## src/rtl/rgb_led_decoder.sv

```systemverilog
// Receive-side monitor for the three-wire RGB LED interface: decodes RED/GREEN/BLUE/BLINK mode,
// reports mode changes, dwell time and protocol errors. Optional: RGB_DECODE_GLITCH_FILTER_EN.
module rgb_led_decoder #(
    parameter int DWELL_W   = 10,
    parameter int BLINK_MIN = 4
) (
    input  logic               clock,
    input  logic               reset,
    input  logic               red,
    input  logic               green,
    input  logic               blue,
    input  logic               clear,
    output logic [2:0]         mode,
    output logic               mode_valid,
    output logic               change,
    output logic [DWELL_W-1:0] dwell,
    output logic               seq_err,
    output logic               err_illegal,
    output logic [2:0]         dbg_state
);

    // Solid-colour encodings equal their reported mode; BLINK_CHK reports as BLUE.
    typedef enum logic [2:0] {
        UNKNOWN   = 3'd0,
        S_RED     = 3'd1,
        S_GREEN   = 3'd2,
        S_BLUE    = 3'd3,
        S_BLINK   = 3'd4,
        BLINK_CHK = 3'd5,
        ERROR     = 3'd7
    } state_t;

    localparam logic [DWELL_W-1:0] DWELL_MAX = {DWELL_W{1'b1}};

    function automatic logic [2:0] mode_of(input state_t s);
        return (s == BLINK_CHK) ? 3'd3 : 3'(s);
    endfunction

    state_t             r_state;
    logic [2:0]         r_sample;
    logic [3:0]         r_count;
    logic               r_last_w;
    logic               r_change;
    logic [DWELL_W-1:0] r_dwell;
    logic               r_seq_err;
    logic               r_err_illegal;

    state_t             w_next_state;
    state_t             w_target;
    logic [3:0]         w_next_count;
    logic [3:0]         w_count_inc;
    logic               w_next_last_w;
    logic               w_next_seq;
    logic               w_next_err;
    logic               w_mode_changes;
    logic               w_is_r;
    logic               w_is_g;
    logic               w_is_b;
    logic               w_is_w;
    logic               w_is_d;
    logic               w_is_dw;
    logic               w_illegal;
    logic               w_solid_ok;

    assign w_is_r      = (r_sample == 3'b100);
    assign w_is_g      = (r_sample == 3'b010);
    assign w_is_b      = (r_sample == 3'b001);
    assign w_is_w      = (r_sample == 3'b111);
    assign w_is_d      = (r_sample == 3'b000);
    assign w_is_dw     = w_is_w | w_is_d;
    assign w_illegal   = ~(w_is_r | w_is_g | w_is_b | w_is_dw);
    assign w_count_inc = r_count + 4'd1;

`ifdef RGB_DECODE_GLITCH_FILTER_EN
    // A solid colour only acts once it has been seen on two consecutive samples.
    logic [2:0] r_prev;

    always_ff @(posedge clock or posedge reset) begin
        if (reset) begin
            r_prev <= 3'b000;
        end else begin
            r_prev <= r_sample;
        end
    end

    assign w_solid_ok = (r_sample == r_prev);
`else
    assign w_solid_ok = 1'b1;
`endif

    always_comb begin
        w_next_state  = r_state;
        w_next_count  = r_count;
        w_next_last_w = r_last_w;
        w_next_seq    = 1'b0;
        w_next_err    = r_err_illegal;
        w_target      = S_BLUE;
        if (w_illegal) begin
            w_next_state = ERROR;
            w_next_err   = 1'b1;
        end else if (r_state == ERROR) begin
            if (clear) begin
                w_next_state = UNKNOWN;
                w_next_err   = 1'b0;
            end
        end else begin
            if (clear) begin
                w_next_err = 1'b0;
            end
            if (w_is_dw) begin
                w_next_last_w = w_is_w;
                case (r_state)
                    S_RED, S_GREEN: w_next_state = ERROR;
                    S_BLUE: begin
                        w_next_state = BLINK_CHK;
                        w_next_count = 4'd1;
                    end
                    BLINK_CHK: begin
                        if (w_is_w != r_last_w) begin
                            w_next_count = w_count_inc;
                            if (w_count_inc == 4'(BLINK_MIN)) begin
                                w_next_state = S_BLINK;
                            end
                        end else begin
                            w_next_state = ERROR;
                        end
                    end
                    S_BLINK: begin
                        if (w_is_w == r_last_w) begin
                            w_next_state = ERROR;
                        end
                    end
                    default: ;
                endcase
            end else if (w_solid_ok) begin
                if (w_is_r) begin
                    w_target = S_RED;
                end else if (w_is_g) begin
                    w_target = S_GREEN;
                end
                w_next_state = w_target;
                // Legal order is RED -> GREEN -> BLUE -> BLINK -> RED; anything else flags seq_err.
                case (r_state)
                    S_RED:             w_next_seq = (w_target == S_BLUE);
                    S_GREEN:           w_next_seq = (w_target == S_RED);
                    S_BLUE, BLINK_CHK: w_next_seq = (w_target != S_BLUE);
                    S_BLINK:           w_next_seq = (w_target != S_RED);
                    default:           w_next_seq = 1'b0;
                endcase
            end
        end
    end

    assign w_mode_changes = (mode_of(w_next_state) != mode_of(r_state));

    always_ff @(posedge clock or posedge reset) begin
        if (reset) begin
            r_state       <= UNKNOWN;
            r_sample      <= 3'b000;
            r_count       <= 4'd0;
            r_last_w      <= 1'b0;
            r_change      <= 1'b0;
            r_dwell       <= '0;
            r_seq_err     <= 1'b0;
            r_err_illegal <= 1'b0;
        end else begin
            r_state       <= w_next_state;
            r_sample      <= {red, green, blue};
            r_count       <= w_next_count;
            r_last_w      <= w_next_last_w;
            r_change      <= w_mode_changes;
            r_seq_err     <= w_next_seq;
            r_err_illegal <= w_next_err;
            if (w_mode_changes) begin
                r_dwell <= '0;
            end else if (r_dwell != DWELL_MAX) begin
                r_dwell <= r_dwell + 1'b1;
            end
        end
    end

    assign mode        = mode_of(r_state);
    assign mode_valid  = (mode != 3'd0) && (mode <= 3'd4);
    assign change      = r_change;
    assign dwell       = r_dwell;
    assign seq_err     = r_seq_err;
    assign err_illegal = r_err_illegal;
    assign dbg_state   = r_state;

endmodule

```

## config.mk

```make
export PLATFORM = sky130hd
export DESIGN_NAME = rgb_led_decoder
export DESIGN_NICKNAME = d
export VERILOG_FILES = /design/src/rtl/rgb_led_decoder.sv
export SDC_FILE = /design/constraint.sdc
export NUM_CORES = 1
export LEC_CHECK = 0
export ABC_AREA = 1
export BUFFER_PORTS_ARGS = -buffer_cell sky130_fd_sc_hd__buf_2
export CAP_MARGIN = 20
export CORE_MARGIN = 2
export CORE_UTILIZATION = 61
export CTS_BUF_LIST = sky130_fd_sc_hd__clkbuf_4 sky130_fd_sc_hd__clkbuf_8
export DETAILED_ROUTE_END_ITERATION = 7
export PLACE_DENSITY = 0.83
export SLEW_MARGIN = 20
export SYNTH_ARGS = -nofsm -noshare
export SYNTH_HDL_FRONTEND = slang
export SYNTH_SLANG_ARGS = --single-unit
```

## constraint.sdc

```tcl
create_clock -name clock -period 3.22 [get_ports clock]
set_input_delay 0.322 -clock clock [delete_from_list [all_inputs] [get_ports clock]]
set_output_delay 0.322 -clock clock [all_outputs]
set_load 0.01 [all_outputs]
```

# --- Yosys cells after proc, flatten, opt, wreduce, memory -nomap -nowiden ---
# Cells that the tools add are included.
totals:
  elab_cells: 72
  output_inout_bits: 20
  input_bits: 6
  register_bits: 24
classes:
  bitwise_logic: 5
  magnitude_cmp: 1
  eq_ne: 22
  n_reduce_logical: 9
  addsub: 2
  mux: 25
op_table:
  columns: ["op", "n"]
  rows:
  - ["$mux W3", 12]
  - ["$mux W10", 2]
  - ["$eq A3 B3 Y1 const B", 6]
  - ["$eq A3 B2 Y1 const B", 4]
  - ["$pmux W3 S4", 1]
  - ["$add A10 B1 Y10 const B", 1]
  - ["$ne A10 B10 Y1 const B", 1]
  - ["$eq A3 B1 Y1 const B", 3]
  - ["$pmux W4 S2", 1]
  - ["$mux W1", 6]
  - ["$reduce_and A5 Y1", 1]
  - ["$add A4 B1 Y4 const B", 1]
  - ["$eq A4 B3 Y1 const B", 1]
  - ["$mux W4", 1]
  - ["$ne A2 B2 Y1 const B", 2]
  - ["$or A1 B1 Y1", 4]
  - ["$pmux W1 S4", 1]
  - ["$reduce_bool A2 Y1", 2]
  - ["$reduce_or A2 Y1", 2]
  - ["$le A3 B3 Y1 const B", 1]
  - ["$logic_not A3 Y1", 1]
  - ["$ne A3 B1 Y1 const B", 1]
  - ["$ne A3 B2 Y1 const B", 1]
  - ["$ne A3 B3 Y1", 1]
  - ["7 further kinds", 7]

# --- Longest topological paths before layout ---
depth:
  ltp_word: 13
  depth_mapped: 15
  depth_no_buf: 13

# --- Worst setup path after synthesis ---
# Ideal clock, no wire load.
synth_path:
  path_type: "reg2reg"
  start: "register r_dwell[0], in the netlist dwell[0]"
  end: "register r_dwell[1], in the netlist dwell[1]"
  stages_incl_launch_ff: 10
  arrival_time_ns: 1.619
  setup_time_ns: 0.115
  t_required_ns: 3.105
  period_less_slack_ns: 1.735
  path_buffers: 0
  setup_slack_ns: 1.485
  path_cell_list: "dfrtp_1 -> ha_1 -> nand3_1 -> nor2_1 -> nand3_1 -> nor2_1 -> nand2_1 -> mux2_2 -> inv_1 -> nor2_2"
synth_between:
  elab_chain_len: 3
  elab_cells_between_ends: 5
  classes_between: "1 x add/sub; 1 x eq/ne; 2 x mux; 1 x reduce/logical"
synth_lines:
  columns: ["item", "line_no", "rtl"]
  rows:
  - ["start: declaration", "44", "logic [DWELL_W-1:0] r_dwell;"]
  - ["start signal: assignment", "177", "r_dwell <= r_dwell + 1'b1;"]
  - ["$add A10 B1 Y10", "177", null]
  - ["$mux W10", "176", "end else if (r_dwell != DWELL_MAX) begin"]
  - ["$mux W10", "174", "if (w_mode_changes) begin"]
# Parallel ways exist; a longest one is shown, timed or not. The select of a mux whose other input is x is not followed.
# A chain may end at the register's enable or synchronous reset.

# --- Worst setup path in the final report ---
layout_path:
  start: "register r_state[1], in the netlist dbg_state[1]"
  end: "register r_dwell[8], in the netlist dwell[8]"
layout_between:
  elab_chain_len: 10
  elab_cells_between_ends: 21
  classes_between: "8 x eq/ne; 11 x mux; 2 x reduce/logical"
layout_lines:
  columns: ["item", "line_no", "rtl"]
  rows:
  - ["start: declaration", "39", "state_t r_state;"]
  - ["start signal: assignment", "167", "r_state <= w_next_state;"]
  - ["$eq A3 B2 Y1 (tied with other cells)", "112", "case (r_state)"]
  - ["$reduce_or A2 Y1 or $mux W3 (tied branches)", "112, 119", null]
  - ["$pmux W3 S4", "112", null]
  - ["$mux W3", "110", "if (w_is_dw) begin"]
  - ["$mux W3", "101", "end else if (r_state == ERROR) begin"]
  - ["$mux W3", "98", "if (w_illegal) begin"]
  - ["$eq A3 B3 Y1", "36", "return (s == BLINK_CHK) ? 3'd3 : 3'(s);"]
  - ["$mux W3", "36", null]
  - ["$ne A3 B3 Y1 (*)", "154", "assign w_mode_changes = (mode_of(w_next_state) != mode_of(r_state));"]
  - ["$mux W10 or $reduce_bool A2 Y1 (tied branches)", null, null]
# Every way passes the cells marked *; elsewhere a longest branch is shown, timed or not.

==> flow_metrics.env <==
export IMPL_p_per_area_nw_per_um2=625
export IMPL_setup_viol=0
export IMPL_post_synth_inst_count=170
export IMPL_die_width_um=52.2
export IMPL_worst_hold_path_type="primary input to flip-flop"
export IMPL_chipHeight_um=52.2
export IMPL_cts_buffers=3
export IMPL_drc=0
export IMPL_power_ir_vdd_worst_mv=0.486
export IMPL_synth_cell_type_count=32
export IMPL_synth_seq_cells=24
export IMPL_setup_repair_after_global_routing_missed_its_margin="no"
export IMPL_switching_power_w=0.000408
export IMPL_worst_clock_skew_ps=5.69
export IMPL_critical_path_required_ps=3430
export IMPL_share_seq_of_total_power=0.428
export IMPL_regToRegSetupSlack_ps=1210
export IMPL_final_antenna_diode_count=0
export IMPL_placeableCoreArea_um2=2210
export IMPL_h_tree_depth=1
export IMPL_placement_cell_area_um2=1540
export IMPL_timing_critical_path_fanout_max=11
export IMPL_hold_viol_final=0
export IMPL_final_max_slew_viol_count=0
export IMPL_synth_nets=178
export IMPL_wl_per_cell_um=12.7
export IMPL_met3_usage=0.0343
export IMPL_post_route_cells_drive_above_1_share=0.314
export IMPL_post_route_cell_area_um2=1570
export IMPL_cts_setup_buffers=0
export IMPL_insertion_delay_ps=320
export IMPL_port_buffers=25
export IMPL_arrival_time_reported_for_the_critical_path_endpoint_ps=2230
export IMPL_final_period_minus_worst_setup_slack_ps=2010
export IMPL_critPathLaunchType="flip-flop"
export IMPL_yosysSeqAreaShare=0.424
export IMPL_clock_buffer_depth=2
export IMPL_holdBufCountCts=0
export IMPL_avgSynthCellArea_um2=8.34
export IMPL_gpl_final_weighted_congestion=0.891
export IMPL_drt_iter0_markers=24
export IMPL_finalSetupTns_ps=0
export IMPL_antenna_found_initial=0
export IMPL_clkSlewWorstSetupHoldPaths_ps=140
export IMPL_die_area_um2=2730
export IMPL_busiest_layer="met2"
export IMPL_via_cell_ratio=5.50
export IMPL_remaining_antenna_violation_count_after_routing=0
export IMPL_number_of_instances_resized_during_post_cts_repair=0
export IMPL_mostFrequentLayoutCell="nand2_1"
export IMPL_initial_core_utilization=0.641
export IMPL_cap_violations=0
export IMPL_worstSetupEndpointType="flip-flop"
export IMPL_largest_net_degree_at_the_start_of_global_routing=25
export IMPL_status="finished clean"
export IMPL_cts_tree="built"
export IMPL_wl_um=2820
export IMPL_drt_pass1_iterations=4
export IMPL_max_slew_worst_pin_slew_ps=894
export IMPL_row_count=17
export IMPL_groute_layer_met1_usage=0.317
export IMPL_grt_first_pass_wirelength_um=4890
export IMPL_share_clk_of_total_power=0.167
export IMPL_static_leakage_power_nw=0.783
export IMPL_nNetsFinal=203
export IMPL_ff2ff_path_depth=13
export IMPL_place_hpwl_um=2110
export IMPL_grt_total_usage=0.243
export IMPL_max_slew_margin_rel=0.403
export IMPL_internal_power_w=0.000573
export IMPL_io_pins=26
export IMPL_synth_enable_flop_cells=0
export IMPL_pwr_share_comb=0.405
export IMPL_sinks_on_the_clock_net=24
export IMPL_layout_worst_path_cycle_share=0.626
export IMPL_clk_root_buffer_cell="clkbuf_4"
export IMPL_globalRoute_totalOverflow=0
export IMPL_most_common_layout_cells="nand2_1 (27), buf_2 (25), dfrtp_1 (24), inv_1 (21), nand3_1 (19)"
export IMPL_post_synth_instance_area_um2=1420
export IMPL_postSynth_topFlopCell="dfrtp_1"
export IMPL_vias=1220
export IMPL_critical_path_class="flip-flop to flip-flop"
export IMPL_hold_depth=1
export IMPL_utilization=0.710
export IMPL_swShare=0.416
export IMPL_first_global_vias=1137
export IMPL_syn_to_final_growth_pct=10.9
export IMPL_layout_filler_cells=186
export IMPL_timing_fmax_ghz=0.496
export IMPL_gr_util_met2=0.403
export IMPL_postSynth_asyncResetShare=1.00
export IMPL_synth_warning_count=0
cell families (layout without fill, tap and decap cells):
group,after synthesis,after routing,share of synthesized area
AOI/OAI and AO/OA,23,23,0.0980
xor gates and xnor gates,4,4,0.0247
adders and majority gates,2,2,0.0176
buffers and inverters,30,54,0.0962
DFF,24,24,0.424
muxes,2,2,0.0159
and+or+nand+nor,85,85,0.324
critical path, cell delays in order (launching register included):
cell and delay, ps:
dfrtp_1 620, nor2_4 90, nor2_1 190, nand2_1 110
nand3_1 90, nand2_1 50, nand2_1 70, nand2_2 90
nand3_2 100, nand2_1 60, nand2_1 50, nand2_1 50
nand2_2 250, nor2_1 70
Yosys cell counts, types with 2 or more instances:
master	count	area share
nand2_1	27	0.071
dfrtp_1	24	0.42
inv_1	21	0.056
nand3_1	19	0.067
nor2_2	10	0.044
o21ai_0	10	0.035
nor2_1	9	0.024
nand3_2	5	0.035
inv_2	4	0.011
nand2_2	4	0.018
buf_6	3	0.024
nand4_1	3	0.013
o22ai_1	3	0.013
xnor2_1	3	0.019
a21oi_1	2	0.0071
a21oi_2	2	0.012
and3_1	2	0.0088
ha_1	2	0.018
mux2_2	2	0.016
nor2_4	2	0.016
o21ai_1	2	0.0071
final timing paths:
check	from	to
setup / recovery	dbg_state[1]	dwell[8]
hold / removal	red	r_sample[2]
setup reg to reg	dbg_state[1]	dwell[8]
hold reg to reg	err_illegal	err_illegal
max in group asynchronous	reset	dbg_state[2]
min in group asynchronous	reset	dwell[0]
state kept, by name, summed over array words and instances, names as in the netlist:
name and count:
r_sample 3, r_last_w 1, change 1, err_illegal 1, dbg_state 3, dwell 10
r_count 4, seq_err 1
layer usage:
layer / share of wire / routed length (um) / up-vias
met5: 0 / 0 / -
met4: 0.015 / 43 / 0
met3: 0.038 / 108 / 6
met2: 0.48 / 1360 / 33
met1: 0.46 / 1300 / 582
li1: - / - / 599
layout make-up:
cell class                      count  area [um^2]  area share
Timing Repair Buffer               25          125      0.0796
Clock buffer                        4         36.3      0.0231
Tap cell                           28         35.0      0.0223
Multi-Input combinational cell    116          681       0.433
Sequential cell                    24          601       0.382
Inverter                           25         93.8      0.0597
metrics by stage:
step / power, W / hold slack [ps] / setup WS (ps) / instances
2_1_floorplan: 0.000743 / 337 / 1490 / 170
3_3_place_gp: 0.000802 / 430 / 1300 / 218
3_5_place_dp: 0.000822 / 432 / 1250 / 218
4_1_cts: 0.000984 / 90.7 / 1230 / 222
5_1_grt: 0.00106 / 78.1 / 998 / 222
6_report: 0.000982 / 91.9 / 1210 / 222
power groups by stage:
stage,sequential (W),combinational (W),clock (W)
after CTS,0.000419,0.000400,0.000165
after global routing,0.000428,0.000451,0.000176
after global placement,0.000420,0.000382,0
final,0.000420,0.000398,0.000164
after floorplan,0.000413,0.000330,0
after detailed placement,0.000425,0.000397,0
(Power assumes the default switching activity.)
